**config.mk**
```make
export PLATFORM = sky130hd
export DESIGN_NAME = puzzle_runner_flat
export DESIGN_NICKNAME = d
export VERILOG_FILES = /design/src/rtl/puzzle_runner_if.sv /design/src/rtl/puzzle_runner.sv /design/src/flat_wrapper.sv
export SDC_FILE = /design/constraint.sdc
export NUM_CORES = 1
export LEC_CHECK = 0
export CORE_MARGIN = 2
export CORE_UTILIZATION = 52
export CTS_CLUSTER_SIZE = 12
export DETAILED_ROUTE_END_ITERATION = 12
export PLACE_DENSITY = 0.85
export SLEW_MARGIN = 30
export SYNTH_ARGS = -nofsm -noshare
export SYNTH_HDL_FRONTEND = slang
export SYNTH_SLANG_ARGS = --single-unit
```
**constraint.sdc**
```tcl
create_clock -name clk -period 2.8 [get_ports clk]
set_input_delay 0.7 -clock clk [delete_from_list [all_inputs] [get_ports clk]]
set_output_delay 0.7 -clock clk [all_outputs]
set_load 0.05 [all_outputs]
```
**src/rtl/puzzle_runner_if.sv**
```systemverilog
// Harness <-> puzzle board and status bundle for puzzle_runner.
// slave: the runner itself; master: whatever drives go and models the board.
interface puzzle_runner_if;
  localparam int unsigned HIST_W  = 8;
  localparam int unsigned COUNT_W = 4;
  localparam int unsigned CYC_W   = 16;

  logic                go;
  logic                start;
  logic                stopped;
  logic                colour;
  logic                busy;
  logic                done;
  logic                pass;
  logic                timeout;
  logic [HIST_W-1:0]   history;
  logic [COUNT_W-1:0]  hist_count;
  logic [CYC_W-1:0]    cycles;

  modport slave (
    input  go, stopped, colour,
    output start, busy, done, pass, timeout, history, hist_count, cycles
  );

  modport master (
    output go, stopped, colour,
    input  start, busy, done, pass, timeout, history, hist_count, cycles
  );
endinterface

```
**src/rtl/puzzle_runner.sv**
```systemverilog
// Arms a puzzle board, fires a start pulse, logs colour transitions and
// reports a pass/timeout verdict against a cycle budget.
module puzzle_runner #(
  parameter int unsigned TIMEOUT       = 1024,
  parameter int unsigned START_LEN     = 2,
  parameter bit          EXPECT_COLOUR = 1'b1
) (
  input  logic            clk,
  input  logic            rst,
  puzzle_runner_if.slave  bus
);

  localparam int unsigned HIST_W  = 8;
  localparam int unsigned COUNT_W = 4;
  localparam int unsigned CYC_W   = 16;
  localparam int unsigned FIRE_W  = 4;

  localparam logic [CYC_W-1:0]   CYC_LAST  = CYC_W'(TIMEOUT - 1);
  localparam logic [CYC_W-1:0]   CYC_MAX   = '1;
  localparam logic [FIRE_W-1:0]  FIRE_LAST = FIRE_W'(START_LEN - 1);
  localparam logic [COUNT_W-1:0] HIST_SAT  = COUNT_W'(HIST_W);

  typedef enum logic [2:0] {
    IDLE = 3'd0,
    ARM  = 3'd1,
    FIRE = 3'd2,
    RUN  = 3'd3,
    DONE = 3'd4
  } state_t;

  state_t state, state_nxt;

  logic stopped_m, stopped_s;
  logic colour_m, colour_s, colour_p;

  logic [FIRE_W-1:0]  fire_cnt, fire_cnt_nxt;
  logic               start_q, start_nxt;
  logic               busy_q, busy_nxt;
  logic               done_q, done_nxt;
  logic               pass_q, pass_nxt;
  logic               timeout_q, timeout_nxt;
  logic [HIST_W-1:0]  history_q, history_nxt;
  logic [COUNT_W-1:0] hist_count_q, hist_count_nxt;
  logic [CYC_W-1:0]   cycles_q, cycles_nxt;

  logic active_c;
  logic board_stop_c;
  logic expired_c;
  logic launch_c;

  // Two-flop synchronisers for the asynchronous board outputs
  always_ff @(posedge clk) begin
    if (rst) begin
      stopped_m <= 1'b0;
      stopped_s <= 1'b0;
      colour_m  <= 1'b0;
      colour_s  <= 1'b0;
      colour_p  <= 1'b0;
    end else begin
      stopped_m <= bus.stopped;
      stopped_s <= stopped_m;
      colour_m  <= bus.colour;
      colour_s  <= colour_m;
      colour_p  <= colour_s;
    end
  end

  assign active_c     = (state == ARM) || (state == FIRE) || (state == RUN);
  assign launch_c     = ((state == IDLE) || (state == DONE)) && bus.go;
  // A board stop in RUN takes priority over an expiring budget on the same edge
  assign board_stop_c = (state == RUN) && stopped_s;
  assign expired_c    = active_c && (cycles_q == CYC_LAST) && !board_stop_c;

  // State and output register
  always_ff @(posedge clk) begin
    if (rst) begin
      state        <= IDLE;
      fire_cnt     <= '0;
      start_q      <= 1'b0;
      busy_q       <= 1'b0;
      done_q       <= 1'b0;
      pass_q       <= 1'b0;
      timeout_q    <= 1'b0;
      history_q    <= '0;
      hist_count_q <= '0;
      cycles_q     <= '0;
    end else begin
      state        <= state_nxt;
      fire_cnt     <= fire_cnt_nxt;
      start_q      <= start_nxt;
      busy_q       <= busy_nxt;
      done_q       <= done_nxt;
      pass_q       <= pass_nxt;
      timeout_q    <= timeout_nxt;
      history_q    <= history_nxt;
      hist_count_q <= hist_count_nxt;
      cycles_q     <= cycles_nxt;
    end
  end

  // Next-state logic
  always_comb begin
    state_nxt = state;
    case (state)
      IDLE: if (bus.go) state_nxt = ARM;
      ARM: begin
        if (expired_c)       state_nxt = DONE;
        else if (!stopped_s) state_nxt = FIRE;
      end
      FIRE: begin
        if (expired_c)                  state_nxt = DONE;
        else if (fire_cnt == FIRE_LAST) state_nxt = RUN;
      end
      RUN: if (board_stop_c || expired_c) state_nxt = DONE;
      DONE: if (bus.go) state_nxt = ARM;
      default: state_nxt = IDLE;
    endcase
  end

  // Next values of the registered outputs and datapath
  always_comb begin
    start_nxt      = (state_nxt == FIRE);
    busy_nxt       = (state_nxt == ARM) || (state_nxt == FIRE) || (state_nxt == RUN);
    done_nxt       = (state_nxt == DONE);
    fire_cnt_nxt   = '0;
    pass_nxt       = pass_q;
    timeout_nxt    = timeout_q;
    history_nxt    = history_q;
    hist_count_nxt = hist_count_q;
    cycles_nxt     = cycles_q;

    if ((state == FIRE) && (state_nxt == FIRE)) fire_cnt_nxt = fire_cnt + FIRE_W'(1);

    if (launch_c) begin
      pass_nxt       = 1'b0;
      timeout_nxt    = 1'b0;
      history_nxt    = '0;
      hist_count_nxt = '0;
      cycles_nxt     = '0;
    end

    if (((state == FIRE) || (state == RUN)) && (colour_s != colour_p)) begin
      history_nxt = {history_q[HIST_W-2:0], colour_s};
      if (hist_count_q != HIST_SAT) hist_count_nxt = hist_count_q + COUNT_W'(1);
    end

    // The budget freezes at TIMEOUT-1 when it is what ends the run
    if (active_c && !expired_c && (cycles_q != CYC_MAX)) cycles_nxt = cycles_q + CYC_W'(1);

    if (board_stop_c) begin
      pass_nxt    = (colour_s == EXPECT_COLOUR);
      timeout_nxt = 1'b0;
    end else if (expired_c) begin
      pass_nxt    = 1'b0;
      timeout_nxt = 1'b1;
    end
  end

  assign bus.start      = start_q;
  assign bus.busy       = busy_q;
  assign bus.done       = done_q;
  assign bus.pass       = pass_q;
  assign bus.timeout    = timeout_q;
  assign bus.history    = history_q;
  assign bus.hist_count = hist_count_q;
  assign bus.cycles     = cycles_q;

endmodule

```
**src/flat_wrapper.sv**
```systemverilog
// flat-port wrapper written by rule: the top's interface ports become plain ports
module puzzle_runner_flat 
#(
  parameter int unsigned TIMEOUT       = 1024,
  parameter int unsigned START_LEN     = 2,
  parameter bit          EXPECT_COLOUR = 1'b1
)
  (clk, rst, bus_go, bus_stopped, bus_colour, bus_start, bus_busy, bus_done, bus_pass, bus_timeout, bus_history, bus_hist_count, bus_cycles);
  puzzle_runner_if bus_i ();
  input  logic clk;
  input  logic rst;
  input wire logic [$bits(bus_i.go)-1:0] bus_go;
  input wire logic [$bits(bus_i.stopped)-1:0] bus_stopped;
  input wire logic [$bits(bus_i.colour)-1:0] bus_colour;
  output wire logic [$bits(bus_i.start)-1:0] bus_start;
  output wire logic [$bits(bus_i.busy)-1:0] bus_busy;
  output wire logic [$bits(bus_i.done)-1:0] bus_done;
  output wire logic [$bits(bus_i.pass)-1:0] bus_pass;
  output wire logic [$bits(bus_i.timeout)-1:0] bus_timeout;
  output wire logic [$bits(bus_i.history)-1:0] bus_history;
  output wire logic [$bits(bus_i.hist_count)-1:0] bus_hist_count;
  output wire logic [$bits(bus_i.cycles)-1:0] bus_cycles;
  assign bus_i.go = bus_go;
  assign bus_i.stopped = bus_stopped;
  assign bus_i.colour = bus_colour;
  assign bus_start = bus_i.start;
  assign bus_busy = bus_i.busy;
  assign bus_done = bus_i.done;
  assign bus_pass = bus_i.pass;
  assign bus_timeout = bus_i.timeout;
  assign bus_history = bus_i.history;
  assign bus_hist_count = bus_i.hist_count;
  assign bus_cycles = bus_i.cycles;
  puzzle_runner #(.TIMEOUT(TIMEOUT), .START_LEN(START_LEN), .EXPECT_COLOUR(EXPECT_COLOUR)) u_core (.clk(clk), .rst(rst), .bus(bus_i));
endmodule
```
## After elaboration in Yosys (flattened, before gate mapping)

Index checks and enable logic that the tools add are counted.

- Add/sub/neg operators: 3
- Equal/unequal tests: 13
- Mux-type cells: 18
- Bitwise gates (word level): 1
- Reductions and logical operators: 25

Operators by type and width:

| cell | count |
|---|---|
| $mux 16 | 2 |
| $mux 3 | 6 |
| $add 16x1->16 const B | 1 |
| $eq 16x10->1 const B | 1 |
| $mux 8 | 2 |
| $ne 16x16->1 const B | 1 |
| $eq 3x2->1 const B | 4 |
| $mux 4 | 3 |
| $pmux 3 s4 | 1 |
| $add 4x1->4 const B | 2 |
| $logic_and 1x1->1 | 8 |
| $logic_or 1x1->1 | 7 |
| $eq 3x1->1 const B | 2 |
| $eq 3x3->1 const B | 2 |
| $reduce_bool 2->1 | 3 |
| $reduce_or 2->1 | 3 |
| $eq 4x1->1 const B | 1 |
| $mux 1 | 4 |
| $ne 4x4->1 const B | 1 |
| $logic_not 3->1 | 1 |
| $reduce_bool 3->1 | 1 |
| $logic_not 1->1 | 2 |
| $ne 1x1->1 | 1 |
| $not 1->1 | 1 |

- Bits in registers: 45
- Input bits: 5
- Output and inout bits: 33
- Word-level logic and storage cells: 75

## Longest topological paths before layout

Gate-level depths: netlist of run 1.

- Depth after elaboration: 12
- Mapped depth: 9
- Mapped depth without buffers: 7

## Worst setup path after synthesis of run 1

No wires, ideal clock.

- Kind: reg-to-reg
- From: reg u_core.cycles_q[0], in the netlist u_core.bus.cycles[0]
- To: reg u_core.cycles_q[5], in the netlist u_core.bus.cycles[5]
- Library setup time: 74 ps
- Arrival: 2376 ps
- Required time: 2726 ps
- Slack: 349 ps
- Stages on the path, launching flop included: 10
- Path buffers: 3
- Period minus slack after synthesis: 2451 ps
- Cells stage by stage: dfxtp_1 > ha_1 > nand3_1 > or3_1 > buf_6 > a22oi_4 > buf_6 > buf_12 > nand3_1 > a31oi_1

- Cells in the longest elaborated chain, start to end: 7
- Elaborated cells between the ends (all ways): 10
- Classes of those cells: add/sub: 1; eq/ne: 2; mux: 1; reduce/logical: 6

RTL lines:

| element | RTL line | source |
|---|---|---|
| start: declaration | puzzle_runner.sv:44 | `logic [CYC_W-1:0] cycles_q, cycles_nxt;` |
| start signal: assignment | puzzle_runner.sv:97 | `cycles_q <= cycles_nxt;` |
| branches (longest 7 deep; another with $add 16x1->16) | -- |  |

Several ways; the timed one is not identified.
A chain may end at the register's enable or synchronous reset.

## Final worst setup path of run 1

Same ends and word-level chain as after synthesis.

==> results.md, run 1 <==
- Num rows: 23
- Worst path slowest cell: a22oi_4
- Final HPWL DP: 3059 µm
- DIE WIDTH: ~67 µm
- Clock Skews: between 5 and 6 ps
- R2R Setup Slk: 380 ps
- Max Clock Freq: 413.4 MHz
- Hold crit path type: reg -> reg
- Mapped Area: 2086 µm²
- Worst Setup End Kind: register
- Layout cells sized above 1: 5.036%
- Htree depth: 2
- Most frequent cells in the layout: 45 x dfxtp_1, 37 x clkdlybuf4s50_1, 32 x nand3_1
- Max-cap violation count: 0
- Launching point of the worst reg2reg path: u_core.bus.cycles[0]
- Ys async rst share: 0%
- GP Congestion: 0.7493
- Initial antenna violation count: 0
- Inserted Clock Buffers: 5
- # setup viols final: 0
- Sequential element share of the synthesized area: a little over two fifths
- Setup CP Type: reg -> reg
- Hold buffers post-CTS: 0
- Nets@finish: 288
- Number of I/O pins: 38
- Die area: 4533 µm²
- Die Y: 67.33 µm
- Relative slew slack: 51.33%
- DR vias: 1911
- Initial Util: 52.90%
- DR vias/cell: 5.826
- Total grt overflow: 0
- Minimum clock period: 2419 ps
- RSZ-0062 raised after global routing: no
- Critical Path Source Type: register
- R2r endpoint: u_core.bus.cycles[5]
- Post-synth top flop: dfxtp_1
- Worst-path cell chain: ha_1, nand3_1, or3_1, a22oi_4, nand3_1, a31oi_1
- Synth top area share: 43.19%
- Most common cell after layout, fill and taps aside: dfxtp_1
- Crit path DAT: between 2000 and 3000 ps
- Worst Setup SP: u_core.bus.cycles[0]
- Worst slew pin tran: 728.5 ps
- Highest net fanout along the worst path: 28
- Cells after synthesis: 245
- Largest net degree at the start of global routing: 29
- First-pass GRT wire length: around 7400 µm
- Net Count, Synth: 255
- Clock buffer depth: 2
- Drt drc: 0
- Period utilisation layout: 86.38%
- GRT Total Usage: 21.28%
- Critical Path Max Stage Delay: between 600 and 700 ps
- Clk_lat worst skew: 300 ps
- Leakage power: roughly 0.88 nW
- Clock Sinks: 45
- Seq cells post-synth: 45
- WL per Instance: 13.59 µm
- Hold Startpoint: u_core.stopped_m
- Post-cts sizing count: 0
- Initial DRC Count: ~140
- Post-synth EDFFs: 0
- Pre-CTS setup slack: about 430 ps
- Root Driver: clkbuf_8
- Status: finished, final reports clean
- Count of cell types in the netlist: 49
- Final WS setup: 381.3 ps
- Drt total wl: roughly 4500 µm
- Final Hold Vio Count: 0
- Vias in the first global route: 1595
- Pwr dens: between 400 and 500 nW/µm²
- Mapped Avg Cell Area: 8.513 µm²
- Area after DPL: 2455 µm²
- Post-CTS setup buffers: 0
- Peak VDD IR: about 0.00026 V
- Synth area leader: dfxtp_1
- Total power draw: about 1.2 mW
- Critical Path End: u_core.bus.cycles[5]
- Inserted Diodes: 0
- I/O Buffers: 37
- Worst path required time: 3020 ps
- Area Growth Syn to Fin: 21.84%
- CP most frequent cell: nand3_1
- Core area: just under 4000 µm²
- Post-route ant nets: 0
- Clk slew on worst S/H paths: about 80 ps
- CTS tree: built
- Top area cells in the synthesized netlist: dfxtp_1 43%, nand3_1 7.7%, a21oi_1 4.3%, nor2_1 3.8%, a31oi_1 3.6%
- Setup TNS: 0 ps
- Drt pass-1 iters: 4
- Fin area: 2541 µm²
- Slew Limit Fails: 0
- Synth warnings: 0
- R2R cell count: 6
- Fillers: 325
==> routing by layer <==
layer | up-vias | track usage, % | share of wire [%]
li1 | 957 | - | -
met3 | 5 | 4.500 | 5.3
met1 | 897 | 28.05 | 46
met5 | - | 0 | 0
met2 | 52 | 34.78 | 48
met4 | 0 | 6.888 | 1.1
==> critical path, delay by kind of cell (launching register included) <==
| family | cells | cell delay, ps |
|---|---|---|
| and+or+nand+nor | 3 | 860 |
| AOI/OAI and AO/OA | 2 | 840 |
| DFF | 1 | 410 |
| adders and majority gates | 1 | 210 |
==> registers in the layout, indices dropped and copies added (netlist names) <==
register / cells
u_core.bus.busy: 1
u_core.bus.cycles: 16
u_core.bus.done: 1
u_core.bus.hist_count: 4
u_core.bus.history: 8
u_core.bus.pass: 1
u_core.bus.start: 1
u_core.bus.timeout: 1
u_core.colour_m: 1
u_core.colour_p: 1
u_core.colour_s: 1
u_core.fire_cnt: 4
u_core.state: 3
u_core.stopped_m: 1
u_core.stopped_s: 1
==> kinds of logic after synthesis <==
kind of cell	synth area share, %
fa+ha+maj	2.999
flops	43.19
mux	0.4799
compound gates	15.24
simple gates	31.20
xor+xnor	1.680
buf+inv	5.219
==> through the flow <==
stage               hold WS (ps)  utilization (%)  std cells
floorplan                  413.8                -        245
global placement           420.1            62.27        321
detailed placement         432.6            62.27        321
CTS                        450.7            64.46        328
global route               477.7            64.46        328
finish                     446.1            64.46        328
==> worst min path at each step <==
| stage | to | slack (ps) | depth (start not counted) |
|---|---|---|---|
| 6_report | u_core.stopped_s | 450 | 1 |
| 5_1_grt | u_core.stopped_s | 480 | 1 |
| 4_1_cts | u_core.stopped_s | 450 | 1 |
| 3_5_place_dp | u_core.stopped_s | 430 | 1 |
| 2_1_floorplan | u_core.colour_s | 410 | 1 |
| 3_3_place_gp | u_core.stopped_s | 420 | 1 |
==> cells in the mapped netlist, drive strengths merged (4+ instances only) <==
cell type,n
nand2,20
buf,5
nand4,4
nand3,33
a21oi,18
nor2,21
inv,6
ha,5
o21ai,4
nand2b,5
clkbuf,9
nor2b,6
or3,12
or4,4
dfxtp,45
a31oi,12
==> power by group <==
| part | total, mW | leakage [nW] | internal [mW] | switching [mW] |
|---|---|---|---|---|
| registers | 0.663 | 0.364 | 0.652 | 0.0116 |
| clock network | 0.408 | 0.0443 | 0.196 | 0.212 |
| logic | 0.144 | 0.470 | 0.0450 | 0.0988 |
==> layout make-up <==
cell class / count / area (µm²) / area share, %
Timing Repair Buffer: 40 / 392.9 / 15.46
Clock buffer: 7 / 86.33 / 3.397
Multi-Input combinational cell: 180 / 1076 / 42.34
Tap cell: 50 / 62.56 / 2.462
Inverter: 6 / 22.52 / 0.8863
Sequential cell: 45 / 900.9 / 35.45
(Power assumes the default switching activity.)
==> run 2: changes to the inputs <==
--- a/config.mk
+++ b/config.mk
@@ -5,11 +5,12 @@
 export SDC_FILE = /design/constraint.sdc
 export NUM_CORES = 1
 export LEC_CHECK = 0
+export CAP_MARGIN = 20
 export CORE_MARGIN = 2
-export CORE_UTILIZATION = 52
+export CORE_UTILIZATION = 50
 export CTS_CLUSTER_SIZE = 12
 export DETAILED_ROUTE_END_ITERATION = 12
-export PLACE_DENSITY = 0.85
+export PLACE_DENSITY = 0.83
 export SLEW_MARGIN = 30
 export SYNTH_ARGS = -nofsm -noshare
 export SYNTH_HDL_FRONTEND = slang
==> run 2 against run 1 <==
Total power down 0.56%. Maximum frequency up 1.5%. Worst setup slack better by 35 ps. Sequential power about the same. Via count up 0.58%. First-iteration DRC count up 2.2%. Critical path depth down 5. Non-clock buffer count unchanged. Sequential share of layout area unchanged. Core utilization down 0.93 points. Register-to-register slack better by 60 ps. Critical endpoint is now bus_cycles[11].
==> results.md, run 2 (synthesized netlist as in run 1, its figures left out) <==
- Clk_lat worst skew: 300 ps (about the same)
- Setup CP Type: reg -> out
- # placed instances: 321 (unchanged)
- Inserted Diodes: 0 (unchanged)
- DR vias: 1922 (+0.58%)
- Critical Path Max Stage Delay: 880 ps (+260 ps)
- Drt total wl: 4648 µm (+4.3%)
- Num rows: 23 (unchanged)
- GRT met1 Usage: 27.21% (-0.84 points)
- Total grt overflow: 0 (unchanged)
- DIE WIDTH: 68.59 µm (+1.9%)
- DR vias/cell: 5.842 (+0.27%)
- GRT Total Usage: 20.35% (-0.93 points)
- Family with the most delay on the worst path: buffers and inverters
- Htree depth: 2 (unchanged)
- Hold path cells: 1 (unchanged)
- Leakage power: 0.8781 nW (about the same)
- Area Growth Syn to Fin: 21.84% (unchanged)
- Post-route ant nets: 0 (unchanged)
- Initial DRC Count: 138 (+2.2%)
- Nets@finish: 288 (unchanged)
- R2R cell count: 6 (unchanged)
- GP Congestion: 0.8252 (+10%)
- Die Y: 68.59 µm (+1.9%)
- Max reg flops: 16 (unchanged)
- Post-CTS setup buffers: 0 (unchanged)
- Worst Setup End Kind: output port
- Minimum clock period: 2384 ps (-34.60 ps)
- Root Driver: clkbuf_8
- Non-filler instance count after layout: 329 (+0.30%)
- GRT met2 Usage: 31.49% (-3.3 points)
- Period utilisation layout: 85.15% (-1.2 points)
- Worst path required time: 2100 ps (-920 ps)
- Pwr dens: 475.3 nW/µm² (-0.56%)
- GR Util met3: 6.656% (+2.2 points)
- CTS tree: built
- First-pass GRT wire length: 7176 µm (-2.7%)
- Final HPWL DP: 3137 µm (+2.5%)
- Critical Path Source Type: register
- Worst-path cell chain: clkdlybuf4s50_1
- Drt pass-1 iters: 4 (unchanged)
- Layout cells sized above 1: 5.735% (+0.70 points)
- Pre-CTS setup slack: 454.7 ps (+26.24 ps)
- Worst path buffer plus inverter count: 1 (+1)
- Hold buffers post-CTS: 0 (unchanged)
- Core area: 4000 µm² (+1.5%)
- WL per Instance: 14.13 µm (+3.9%)
- Post-cts sizing count: 0 (unchanged)
- Final Hold Vio Count: 0 (unchanged)
- Clock Skews: 7.530 ps (+2.377 ps)
- Number of I/O pins: 38 (unchanged)
- Highest net fanout along the worst path: 9 (-68%)
- Crit path DAT: 1680 ps (-960 ps)
- Clock buffer depth: 2 (unchanged)
- Vias in the first global route: 1587 (-0.50%)
- Setup TNS: 0 ps (unchanged)
- Slew Limit Fails: 0 (unchanged)
- Initial Util: 52.14% (-0.76 points)
- Initial antenna violation count: 0 (unchanged)
- Die area: 4704 µm² (+3.8%)
- Max-cap violation count: 0 (unchanged)
- Most common cell after layout, fill and taps aside: dfxtp_1
- Max Clock Freq: 419.4 MHz (+1.5%)
- Most frequent cells in the layout: 45 x dfxtp_1, 37 x clkdlybuf4s50_1, 32 x nand3_1
- Clock Sinks: 45 (unchanged)
- Clk slew on worst S/H paths: 80 ps (about the same)
- Status: finished, final reports clean
- # setup viols final: 0 (unchanged)
- Worst path slowest cell: clkdlybuf4s50_1
- Peak VDD IR: 0.0002007 V (-22%)
- Drt drc: 0 (unchanged)
- Hold crit path type: reg -> reg
- Largest net degree at the start of global routing: 29 (unchanged)
- RSZ-0062 raised after global routing: no
- I/O Buffers: 37 (unchanged)
- Crit path depth: 1 (-5)
- Most used routing layer: met2
- Inserted Clock Buffers: 5 (unchanged)
- Relative slew slack: 51.06% (-0.27 points)
- Final WS setup: 415.9 ps (+34.60 ps)
- Worst slew pin tran: 732.7 ps (+4.111 ps)
[run 2: final timing paths]
path	from	end	slack, ps
min	u_core.colour_m	u_core.colour_s	450
max	u_core.bus.cycles[11]	bus_cycles[11]	420
min reg2reg	u_core.colour_m	u_core.colour_s	450
max reg2reg	u_core.bus.cycles[0]	u_core.bus.cycles[2]	440
[run 2: power by group]
| part | leakage [nW] | switching, mW | internal, mW |
|---|---|---|---|
| clock network | 0.0439 | 0.227 | 0.172 |
| logic | 0.470 | 0.0999 | 0.0449 |
| registers | 0.364 | 0.0114 | 0.652 |
| total | 0.878 | 0.339 | 0.869 |
[run 2: metrics by stage]
| step | hold WS [ps] | utilization [%] | power (mW) | cell area [µm²] |
|---|---|---|---|---|
| finish | 447.7 | 63.53 | 1.208 | 2541 |
| CTS | 453.5 | 63.53 | 1.209 | 2541 |
| global placement | 416.0 | 61.37 | 0.8187 | 2455 |
| global route | 465.6 | 63.53 | 1.251 | 2541 |
| floorplan | 413.8 | - | 0.7930 | 2086 |
| detailed placement | 433.1 | 61.37 | 0.8217 | 2455 |
[run 2: cell type report]
class	instances	area, µm²
inverter	6	22.52
sequential	45	900.9
tap	50	62.56
clock buffer	5	68.82
multi-input combinational	180	1076
fill	343	1459
timing repair buffer	40	392.9
clock inverter	3	17.52
[run 2: per-layer routing]
layer	wire, µm	vias up
li1	-	952
met1	2284	909
met2	2053	56
met3	265	5
met4	45	0
met5	0	-
==> run 3: changes to the inputs <==
--- a/config.mk
+++ b/config.mk
@@ -6,7 +6,6 @@
 export NUM_CORES = 1
 export LEC_CHECK = 0
 export CAP_MARGIN = 20
-export CORE_MARGIN = 2
 export CORE_UTILIZATION = 50
 export CTS_CLUSTER_SIZE = 12
 export DETAILED_ROUTE_END_ITERATION = 12
==> run 3 against run 2 <==
Critical path depth is the same. Cell count is the same. Register-to-register slack is essentially flat. Clock power grew 27%. Die area shrank 5.7%. Highest routed layer unchanged.
==> results.md, run 3 (synthesized netlist as in run 1, its figures left out) <==
- Status: finished, final reports clean
- Most frequent cells in the layout: 45 x dfxtp_1, 37 x clkdlybuf4s50_1, 32 x nand3_1
- Largest net degree at the start of global routing: 29 (unchanged)
- Total grt overflow: 0 (unchanged)
- Vias in the first global route: 1681 (+5.9%)
- Clk_lat worst skew: 300 ps (about the same)
- Max reg flops: 16 (unchanged)
- First-pass GRT wire length: 7507 µm (+4.6%)
- Reg power frac: 50.4% (-4.5 points)
- Hold crit path type: reg -> reg
- Sw Share: 24.92% (-3.1 points)
- Pwr dens: 511.5 nW/µm² (+7.6%)
- Num rows: 23 (unchanged)
- Number of I/O pins: 38 (unchanged)
- Nets@finish: 288 (unchanged)
- Internal: 0.9875 mW (+14%)
- Die Y: 66.59 µm (-2.9%)
- Post-CTS setup buffers: 0 (unchanged)
- Hold buffers post-CTS: 0 (unchanged)
- Fillers: 359 (+4.7%)
- Total power draw: 1.315 mW (+8.9%)
- NetSw: 0.3277 mW (-3.3%)
- Setup CP Type: reg -> out
- RSZ-0062 raised after global routing: no
- Root Driver: clkbuf_8
- Slew Limit Fails: 0 (unchanged)
- Initial antenna violation count: 0 (unchanged)
- WL per Instance: 13.65 µm (-3.4%)
- Final HPWL DP: 3110 µm (-0.87%)
- Htree depth: 2 (unchanged)
- Inserted Diodes: 0 (unchanged)
- Final Hold Vio Count: 0 (unchanged)
- Setup TNS: 0 ps (unchanged)
- Highest net fanout along the worst path: 9 (unchanged)
- Post-cts sizing count: 0 (unchanged)
- Die area: 4434 µm² (-5.7%)
- Relative slew slack: 45.90% (-5.2 points)
- Period utilisation layout: 84.13% (-1.0 points)
- Area after DPL: 2455 µm² (unchanged)
- Area Growth Syn to Fin: 23.28%
- Clock buffer depth: 2 (unchanged)
- Most common cell after layout, fill and taps aside: dfxtp_1
- Logic gate share of total power: 11.0% (-1.0 points)
- Minimum clock period: 2356 ps (-28.42 ps)
- CTS tree: built
- Crit path DAT: 1660 ps (-20 ps)
- Final core utilization: 64.28% (+0.75 points)
- Drt pass-1 iters: 4 (unchanged)
- DIE WIDTH: 66.59 µm (-2.9%)
- Clock Power Share: 38.6% (+5.5 points)
- DR vias/cell: 5.766 (-1.3%)
- DR vias: 1897 (-1.3%)
- Max-cap violation count: 0 (unchanged)
- Inserted Clock Buffers: 5 (unchanged)
- Max Clock Freq: 424.5 MHz (+1.2%)
- Leakage power: 0.8927 nW (+1.7%)
- Worst slew pin tran: 809.8 ps (+77.13 ps)
- Fin area: 2571 µm² (+1.2%)
- Layout cells sized above 1: 5.376% (-0.36 points)
- Initial Util: 52.14% (unchanged)
- Initial DRC Count: 133 (-3.6%)
- # setup viols final: 0 (unchanged)
- Critical Path Max Stage Delay: 860 ps (-20 ps)
- Clk slew on worst S/H paths: 80 ps (about the same)
- Final WS setup: 444.3 ps (+28.42 ps)
- Worst path slowest cell: clkdlybuf4s50_1
- Worst Setup End Kind: output port
- Post-route ant nets: 0 (unchanged)
- GRT Total Usage: 22.23% (+1.9 points)
- Critical Path Source Type: register
- Worst path required time: 2100 ps (about the same)
- Pre-CTS setup slack: 460.3 ps (+5.610 ps)
- Peak VDD IR: 0.0001648 V (-18%)
- Family with the most delay on the worst path: buffers and inverters
- Worst-path cell chain: clkdlybuf4s50_1
- Worst path buffer plus inverter count: 1 (unchanged)
- Clock Sinks: 45 (unchanged)
- Drt total wl: 4490 µm (-3.4%)
- I/O Buffers: 37 (unchanged)
- Clock Skews: 5.907 ps (-1.623 ps)
- Drt drc: 0 (unchanged)
- GP Congestion: 0.7843 (-5.0%)
- Core area: 4000 µm² (unchanged)
## run 3: cell count changes in the layout (fill, tap and decap cells not counted), sizes merged
cell / previous run / this run
clkbuf: 5 / 7
clkinvlp: 1 / 0
bufinv: 0 / 1
clkinv: 2 / 0
## run 3: path summary, 6_finish.rpt
path                           end  cells past startpoint                  start  slack [ps]
min               u_core.stopped_s                      1       u_core.stopped_m         440
max                 bus_cycles[11]                      1  u_core.bus.cycles[11]         440
min reg2reg       u_core.stopped_s                      1       u_core.stopped_m         440
max reg2reg  u_core.bus.cycles[11]                      6   u_core.bus.cycles[0]         450
## run 3: area by class of cell
| class | count | area, µm² | share of cell area (%) |
|---|---|---|---|
| clock buffer | 7 | 86.33 | 3.358 |
| tap | 50 | 62.56 | 2.433 |
| multi-input combinational | 180 | 1076 | 41.85 |
| sequential | 45 | 900.9 | 35.04 |
| inverter | 6 | 22.52 | 0.8759 |
| clock inverter | 1 | 30.03 | 1.168 |
| timing repair buffer | 40 | 392.9 | 15.28 |
## run 3: per-stage QoR
| stage | hold WS, ps | cells |
|---|---|---|
| floorplan | 413.8 | 245 |
| global placement | 417.0 | 321 |
| detailed placement | 428.9 | 321 |
| CTS | 449.6 | 329 |
| global route | 463.1 | 329 |
| finish | 444.0 | 329 |
## run 3: routing by layer
layer	wire length, µm	vias to the layer above	track usage [%]
met4	62	0	7.979
li1	-	956	-
met1	2044	889	28.14
met2	2146	46	36.11
met3	236	6	5.651
met5	0	-	0
## run 3: power groups by stage
| stage | combinational, mW | sequential (mW) | clock (mW) |
|---|---|---|---|
| floorplan | 0.0967 | 0.696 | 0 |
| global placement | 0.141 | 0.678 | 0 |
| detailed placement | 0.143 | 0.678 | 0 |
| CTS | 0.144 | 0.663 | 0.515 |
| global route | 0.158 | 0.666 | 0.544 |
| finish | 0.145 | 0.663 | 0.507 |
